### src/rtl/nbit_magnitude_comparator.sv
// Two-stage registered unsigned magnitude comparator: input register, a
// dominance-merge compare tree, then a registered one-hot result with valid.
module nbit_magnitude_comparator #(
  parameter int N = 8
) (
  input  logic         clk,
  input  logic         rst_n,
  input  logic [N-1:0] A,
  input  logic [N-1:0] B,
  input  logic         in_valid,
  output logic         L_T,
  output logic         G_T,
  output logic         E,
  output logic         out_valid
);

  localparam int DEPTH = (N > 1) ? $clog2(N) : 0;

  // Number of groups at a tree level; odd leftovers pass through, so round up.
  function automatic int cnt_at(input int lvl);
    int c;
    c = N;
    for (int i = 0; i < lvl; i++) c = (c + 1) / 2;
    return c;
  endfunction

  logic [N-1:0] a_q;
  logic [N-1:0] b_q;
  logic         v1;
  logic         cmp_gt;
  logic         cmp_eq;
  logic         cmp_lt;

  // Valid semantics: a pair is accepted on every edge with in_valid=1; there is
  // no ready, and out_valid is a one-cycle strobe two edges later.
  always_ff @(posedge clk or negedge rst_n) begin
    if (!rst_n) begin
      a_q <= '0;
      b_q <= '0;
      v1  <= 1'b0;
    end else begin
      v1 <= in_valid;
      if (in_valid) begin
        a_q <= A;
        b_q <= B;
      end
    end
  end

  for (genvar l = 0; l <= DEPTH; l++) begin : g_lvl
    localparam int C = cnt_at(l);
    logic [C-1:0] gt;
    logic [C-1:0] eq;
    if (l == 0) begin : g_leaf
      assign gt = a_q & ~b_q;
      assign eq = ~(a_q ^ b_q);
    end else begin : g_merge
      localparam int PC = cnt_at(l - 1);
      for (genvar j = 0; j < C; j++) begin : g_node
        if (2 * j + 1 < PC) begin : g_pair
          // The more significant group decides unless it is equal.
          assign gt[j] = g_lvl[l-1].gt[2*j+1] | (g_lvl[l-1].eq[2*j+1] & g_lvl[l-1].gt[2*j]);
          assign eq[j] = g_lvl[l-1].eq[2*j+1] & g_lvl[l-1].eq[2*j];
        end else begin : g_pass
          assign gt[j] = g_lvl[l-1].gt[2*j];
          assign eq[j] = g_lvl[l-1].eq[2*j];
        end
      end
    end
  end

  assign cmp_gt = g_lvl[DEPTH].gt[0];
  assign cmp_eq = g_lvl[DEPTH].eq[0];
  assign cmp_lt = ~cmp_gt & ~cmp_eq;

  // Results load only alongside a valid strobe so they hold through gaps.
  always_ff @(posedge clk or negedge rst_n) begin
    if (!rst_n) begin
      L_T       <= 1'b0;
      G_T       <= 1'b0;
      E         <= 1'b0;
      out_valid <= 1'b0;
    end else begin
      out_valid <= v1;
      if (v1) begin
        L_T <= cmp_lt;
        G_T <= cmp_gt;
        E   <= cmp_eq;
      end
    end
  end

endmodule

### config.mk
export PLATFORM = sky130hd
export DESIGN_NAME = nbit_magnitude_comparator
export DESIGN_NICKNAME = d
export VERILOG_FILES = /design/src/rtl/nbit_magnitude_comparator.sv
export SDC_FILE = /design/constraint.sdc
export NUM_CORES = 1
export LEC_CHECK = 0
export BUFFER_PORTS_ARGS = -buffer_cell sky130_fd_sc_hd__buf_2
export CORE_UTILIZATION = 55
export DETAILED_ROUTE_END_ITERATION = 10
export MAX_ROUTING_LAYER = met4
export PLACE_DENSITY = 0.81
export REMOVE_ABC_BUFFERS = 1
export SLEW_MARGIN = 20
export SYNTH_ARGS = -nofsm -noshare
export SYNTH_HDL_FRONTEND = slang
export SYNTH_SLANG_ARGS = --single-unit
### constraint.sdc
create_clock -name clk -period 2 [get_ports clk]
set_input_delay 0 -clock clk [delete_from_list [all_inputs] [get_ports clk]]
set_output_delay 0 -clock clk [all_outputs]
set_load 0.1 [all_outputs]
==> results.yml, run 1 <==
run_status:
  outcome: "finished, final reports clean"
clocking:
  clk_latency_ns: 0.30
  htree_levels: 1
  cts.clk_slew.worst_paths_ns: 0.11
  clock_sinks: 21
  cts_buffers: 3
  cts.path.max_buffers: 2
  clock_tree.root_cell: "clkbuf_4"
  cts_tree: "built"
  cts_resized: 0
global_route:
  grt_max_degree: 26
  grt_pass1_wl_um: 3160
  grt_usage_pct: 23.5
  overflow: 0
  antenna_found_initial: 0
  grt_pass1_vias: 822
synth:
  synth_common_cells: "dfrtp_1, o21ai_0, inv_1"
  synth_area_um2: 986
  ys_seq_elements: 21
  synthArstFlopShare_pct: 100
  synth.top_cells.by_area: "dfrtp_1, ha_1, mux2_4"
  synth_top_area_share_pct: 53.3
  ys_seq_area_share_pct: 53.3
  synth-edff-count: 0
  syn-instance-count: 84
  yosys.cell_types.count: 22
  ys.flop_type: "dfrtp_1"
  yosys.cell_count.top_type: "dfrtp_1"
  synth_warnings: 0
  syn-mean-instance-area_um2: 11.7
  synth_area_leader_cell: "dfrtp_1"
routing:
  drt-initial-drc-count: 8
  vias_per_cell: 4.93
  ant_nets: 0
  firstDrtPassIters: 2
  post_drt_wl_per_cell_um: 12.0
  route.detailed.drc: 0
  routed_wl_um: 1770
  dr_total_vias: 729
critical_path:
  required_ns: 2.20
  cp_slowest_stage_delay_ns: 0.40
  cp-end-kind: "flip-flop"
  path_cells: "ha_1 -> a211oi_1 -> o21ai_1 -> a22o_1"
  slowest_stage: "dfrtp_1"
  cp-start-kind: "flip-flop"
  path_max_fanout: 2
  cpLargestDelayFamily: "compound AO/OA/AOI/OAI gates"
  path_buf_inv: 0
  critPathKind: "flip-flop to flip-flop"
  arrival_ns: 1.55
timing:
  fin_ws_ns: 0.650
  worst_pin_slew_ns: 0.485
  finClkSkew_ns: 0.00109
  post-route-period-util_pct: 67.5
  fin_tns_setup_ns: 0
  maxSlewViolCount: 0
  fin_crit_ns: 1.35
  finalSetupViolations: 0
  final_hold_viol_count: 0
  rsz0062_at_grt: "no"
  slew_headroom_pct: 67.9
  fmax_ghz: 0.741
  whs_ns: 0.0509
placed_design:
  postPlaceCellArea_um2: 1090
  hpwlAfterDp_um: 1140
  place_ws_ns: 0.655
  gp_congestion: 0.754
  numPortBuffers: 22
cells_and_area:
  final_area_um2: 1290
  fillers: 102
  utilization_pct: 81.0
  num_antenna_cells: 0
  multi_input_area_um2: 392
  seqCellArea_um2: 526
  drive_gt1_share_pct: 27.4
  area_growth_pct: 31.0
  fin_nets: 152
power_and_ir_drop:
  internal_power_mw: 0.650
  clockPowerShare_pct: 21.3
  power.density_nw_per_um2: 740
  peakVddDrop_uv: 618
  seqPwrFrac_pct: 50.7
  switching_share_pct: 32.0
  p_leak_nw: 0.645
  combPwrFrac_pct: 28.0
  p_switching_mw: 0.306
die:
  dieWidth_um: 44.3
  dieArea_um2: 1970
  io_pins: 23
  coreArea_um2: 1590
  rows: 14
  die_height_um: 44.3
  start_util_pct: 61.9
flow_run:
  drv_cap: 0
worst_hold_path:
  holdCritPathClass: "input pin to flip-flop"
cells by family after synthesis:
kind of cell,count (synthesis),synth area share [%]
buffers and inverters,13,6.98
multiplexers,8,10.7
flip-flops,21,53.3
AO/OA/AOI/OAI,19,11.8
adder cells (fa/ha/maj),8,10.2
AND/OR/NAND/NOR,15,7.11
power by group through the flow:
stage,registers (mW),logic (mW),clock network (mW)
after floorplan,0.563,0.102,0
after global placement,0.492,0.233,0
after detailed placement,0.494,0.241,0
after CTS,0.485,0.268,0.207
after global routing,0.490,0.296,0.217
final,0.485,0.268,0.203
worst paths after layout:
check,depth (start not counted),end,startpoint,slack (ns)
min in group asynchronous,2,b_q[7],rst_n,0.18
setup reg to reg,4,G_T,a_q[5],0.65
setup / recovery,4,G_T,a_q[5],0.65
hold / removal,1,v1,in_valid,0.05
hold reg to reg,0,out_valid,v1,0.42
max in group asynchronous,2,a_q[6],rst_n,1.52
routing by layer:
layer | track usage, % | wire, um | vias up
met5 | - | 0 | -
met4 | 9.09 | 31 | 0
met3 | 4.90 | 55 | 5
met2 | 41.5 | 877 | 16
met1 | 25.7 | 804 | 341
li1 | - | - | 367
state kept, by name (all words and copies together) (netlist names):
| register | count |
|---|---|
| a_q | 8 |
| b_q | 8 |
| E | 1 |
| v1 | 1 |
| out_valid | 1 |
| G_T | 1 |
| L_T | 1 |
area by class of cell:
cell class,instances,share of cell area (%)
multi-input combinational,50,30.3
timing repair buffer,39,21.7
sequential,21,40.7
inverter,10,2.91
tap,24,2.33
clock buffer,4,2.03
layout by cell type, fill, tap and decap left out, types with 2 or more instances in the layout:
master         count
dfrtp_1           21
buf_2             22
dlygate4sd3_1     17
clkbuf_4           3
mux2_4             4
o21ai_0           11
mux2_2             4
inv_1             10
nor2b_1            2
ha_1               8
nand4_1            2
nand2_1            9
what timing repair did:
action / 4_1_cts / 5_1_grt
hold endpoints to repair: 37 / 0
hold buffers: 17 / 0
setup buffers: 0 / 0
worst reg2reg max path, cell delays in order, from the launching register on:
cell      delay [ns]
dfrtp_1         0.40
ha_1            0.31
a211oi_1        0.20
o21ai_1         0.12
a22o_1          0.22
through the flow:
stage               total power [mW]  std cells
floorplan                      0.665         81
global placement               0.725        127
detailed placement             0.735        127
CTS                            0.960        148
global route                    1.00        148
finish                         0.955        148
Power figures use the tool's default switching activity.
==> run 2, diff against run 1 <==
ABC_AREA = 1   (was unset)
CORE_UTILIZATION = 51   (was 55)
PLACE_DENSITY = 0.76   (was 0.81)
clock period = 1.3 ns   (was 2 ns; I/O delays follow)
==> results.yml, run 2 <==
run_status:
  outcome: "finished with violations"
  failed_checks: "setup timing"
timing:
  post-route-period-util_pct: 101
  fin_ws_ns: -0.00896
  finalSetupViolations: 1
  fmax_ghz: 0.764
  final_hold_viol_count: 0
  finClkSkew_ns: 0.00470
  fin_crit_ns: 1.31
  maxSlewViolCount: 0
  rsz0062_at_grt: "yes"
  slew_headroom_pct: 67.5
  worst_pin_slew_ns: 0.490
synth:
  synthArstFlopShare_pct: 100
  yosys.cell_types.count: 14
  ys.flop_type: "dfrtp_1"
  synth.top_cells.by_area: "dfrtp_1, ha_1, nand2_1"
  synth_area_leader_cell: "dfrtp_1"
  synth_area_um2: 986
  synth_common_cells: "nand2_1, dfrtp_1, inv_1"
  ys_seq_elements: 21
  synth_warnings: 0
  syn-instance-count: 93
  synth_top_area_share_pct: 53.3
  synth-edff-count: 0
  yosys.cell_count.top_type: "nand2_1"
  ys_seq_area_share_pct: 53.3
  syn-mean-instance-area_um2: 10.6
critical_path:
  arrival_ns: 1.52
  cp-start-kind: "flip-flop"
  cpLargestDelayFamily: "flip-flops"
  critPathKind: "flip-flop to flip-flop"
  required_ns: 1.51
  slowest_stage: "dfrtp_1"
  path_cells: "ha_4 -> nand2_1 -> nor2_1 -> nand2_2 -> mux2i_1 -> a21oi_2"
  path_buf_inv: 0
  cp-end-kind: "flip-flop"
  path_max_fanout: 2
  cp_slowest_stage_delay_ns: 0.42
routing:
  firstDrtPassIters: 4
  drt-initial-drc-count: 11
  route.detailed.drc: 0
  ant_nets: 0
  dr_total_vias: 785
  vias_per_cell: 4.82
  post_drt_wl_per_cell_um: 12.2
  routed_wl_um: 1990
cells_and_area:
  final_common_cell: "buf_2"
  fillers: 116
  fin_nets: 166
  num_antenna_cells: 0
  area_growth_pct: 43.7
  drive_gt1_share_pct: 39.9
  top_regs: "a_q: 8 flops, b_q: 8 flops"
  layout_common_cells: "buf_2, dfrtp_1, nand2_1"
global_route:
  overflow: 0
  grt_pass1_wl_um: 2970
  grt_usage_pct: 21.4
  grt_max_degree: 24
  grt_pass1_vias: 743
  antenna_found_initial: 0
placed_design:
  hpwlAfterDp_um: 1170
  gp_congestion: 0.700
  numPortBuffers: 22
  place_ws_ns: 0.00522
clocking:
  cts.clk_slew.worst_paths_ns: 0.11
  cts.path.max_buffers: 2
  clock_sinks: 21
  cts_tree: "built"
  clock_tree.root_cell: "clkbuf_4"
  htree_levels: 1
  clk_latency_ns: 0.31
  cts_buffers: 3
die:
  dieArea_um2: 2110
  rows: 15
  dieWidth_um: 46.0
  start_util_pct: 55.9
  io_pins: 23
  die_height_um: 46.0
  coreArea_um2: 1760
power_and_ir_drop:
  switching_share_pct: 33.3
  power.total_mw: 1.56
  seqPwrFrac_pct: 48.4
  internal_power_mw: 1.04
  clockPowerShare_pct: 20.3
  p_leak_nw: 0.701
  combPwrFrac_pct: 31.3
  power.density_nw_per_um2: 1100
  peakVddDrop_uv: 664
  p_switching_mw: 0.519
worst_hold_path:
  holdCritPathClass: "input pin to flip-flop"
flow_run:
  drv_cap: 0
==> run 2: area by class of cell <==
class / instances / area (um^2) / area share (%)
Sequential cell: 21 / 526 / 37.1
Multi-Input combinational cell: 57 / 470 / 33.2
Timing Repair Buffer: 44 / 318 / 22.4
Inverter: 12 / 45.0 / 3.18
Tap cell: 25 / 31.3 / 2.21
Clock buffer: 4 / 26.3 / 1.86
==> run 2: kinds of logic (layout without fill, tap and decap cells) <==
family | count (synthesis) | after routing | synth area share [%]
compound gates | 13 | 13 | 6.85
fa+ha+maj | 8 | 8 | 10.2
buf+inv | 15 | 60 | 7.74
flops | 21 | 21 | 53.3
mux | 9 | 9 | 11.7
simple gates | 27 | 27 | 10.3
==> run 2: layer usage <==
layer  global-route usage [%]  wire, um
met4                     10.6        29
met3                     4.76        81
met5                        -         0
met1                     21.6       806
met2                     38.0      1070
==> run 2: power groups by stage <==
stage	clock, mW	sequential [mW]	combinational, mW
2_1_floorplan	0	0.867	0.152
3_3_place_gp	0	0.757	0.356
3_5_place_dp	0	0.761	0.366
4_1_cts	0.322	0.747	0.411
5_1_grt	0.351	0.761	0.531
6_report	0.317	0.755	0.488
==> run 2: worst min-delay path, cell delays in order <==
cell and delay [ns]:
buf_2 0.24, nand2_1 0.10, o21ai_0 0.07
==> run 2: repair_timing <==
action / CTS / global route
endpoints found under the hold margin: 37 / 0
setup endpoints to repair: 1 / 3
buffers inserted: 0 / 4
pin swaps: 0 / 12
hold buffers: 17 / 0
resized for setup: 1 / 17
==> run 2: final timing paths <==
| check | start | end | slack [ns] | cells after the start |
|---|---|---|---|---|
| setup / recovery | a_q[1] | L_T | -0.009 | 6 |
| max in group asynchronous | rst_n | b_q[4] | 0.79 | 2 |
| min in group asynchronous | rst_n | b_q[0] | 0.19 | 2 |
| hold reg to reg | v1 | out_valid | 0.47 | 0 |
| setup reg to reg | a_q[1] | L_T | -0.009 | 6 |
| hold / removal | in_valid | b_q[2] | 0.14 | 3 |
==> run 2: through the flow <==
step	setup TNS (ns)	hold WS (ns)	util, %	cell area (um^2)	cells
6_report	-0.00896	0.139	80.3	1420	163
5_1_grt	-0.0743	0.177	80.3	1420	163
4_1_cts	0	0.146	73.8	1300	159
3_5_place_dp	0	-0.0237	62.6	1100	138
3_3_place_gp	0	-0.0285	62.6	1100	138
2_1_floorplan	0	-0.296	-	955	90
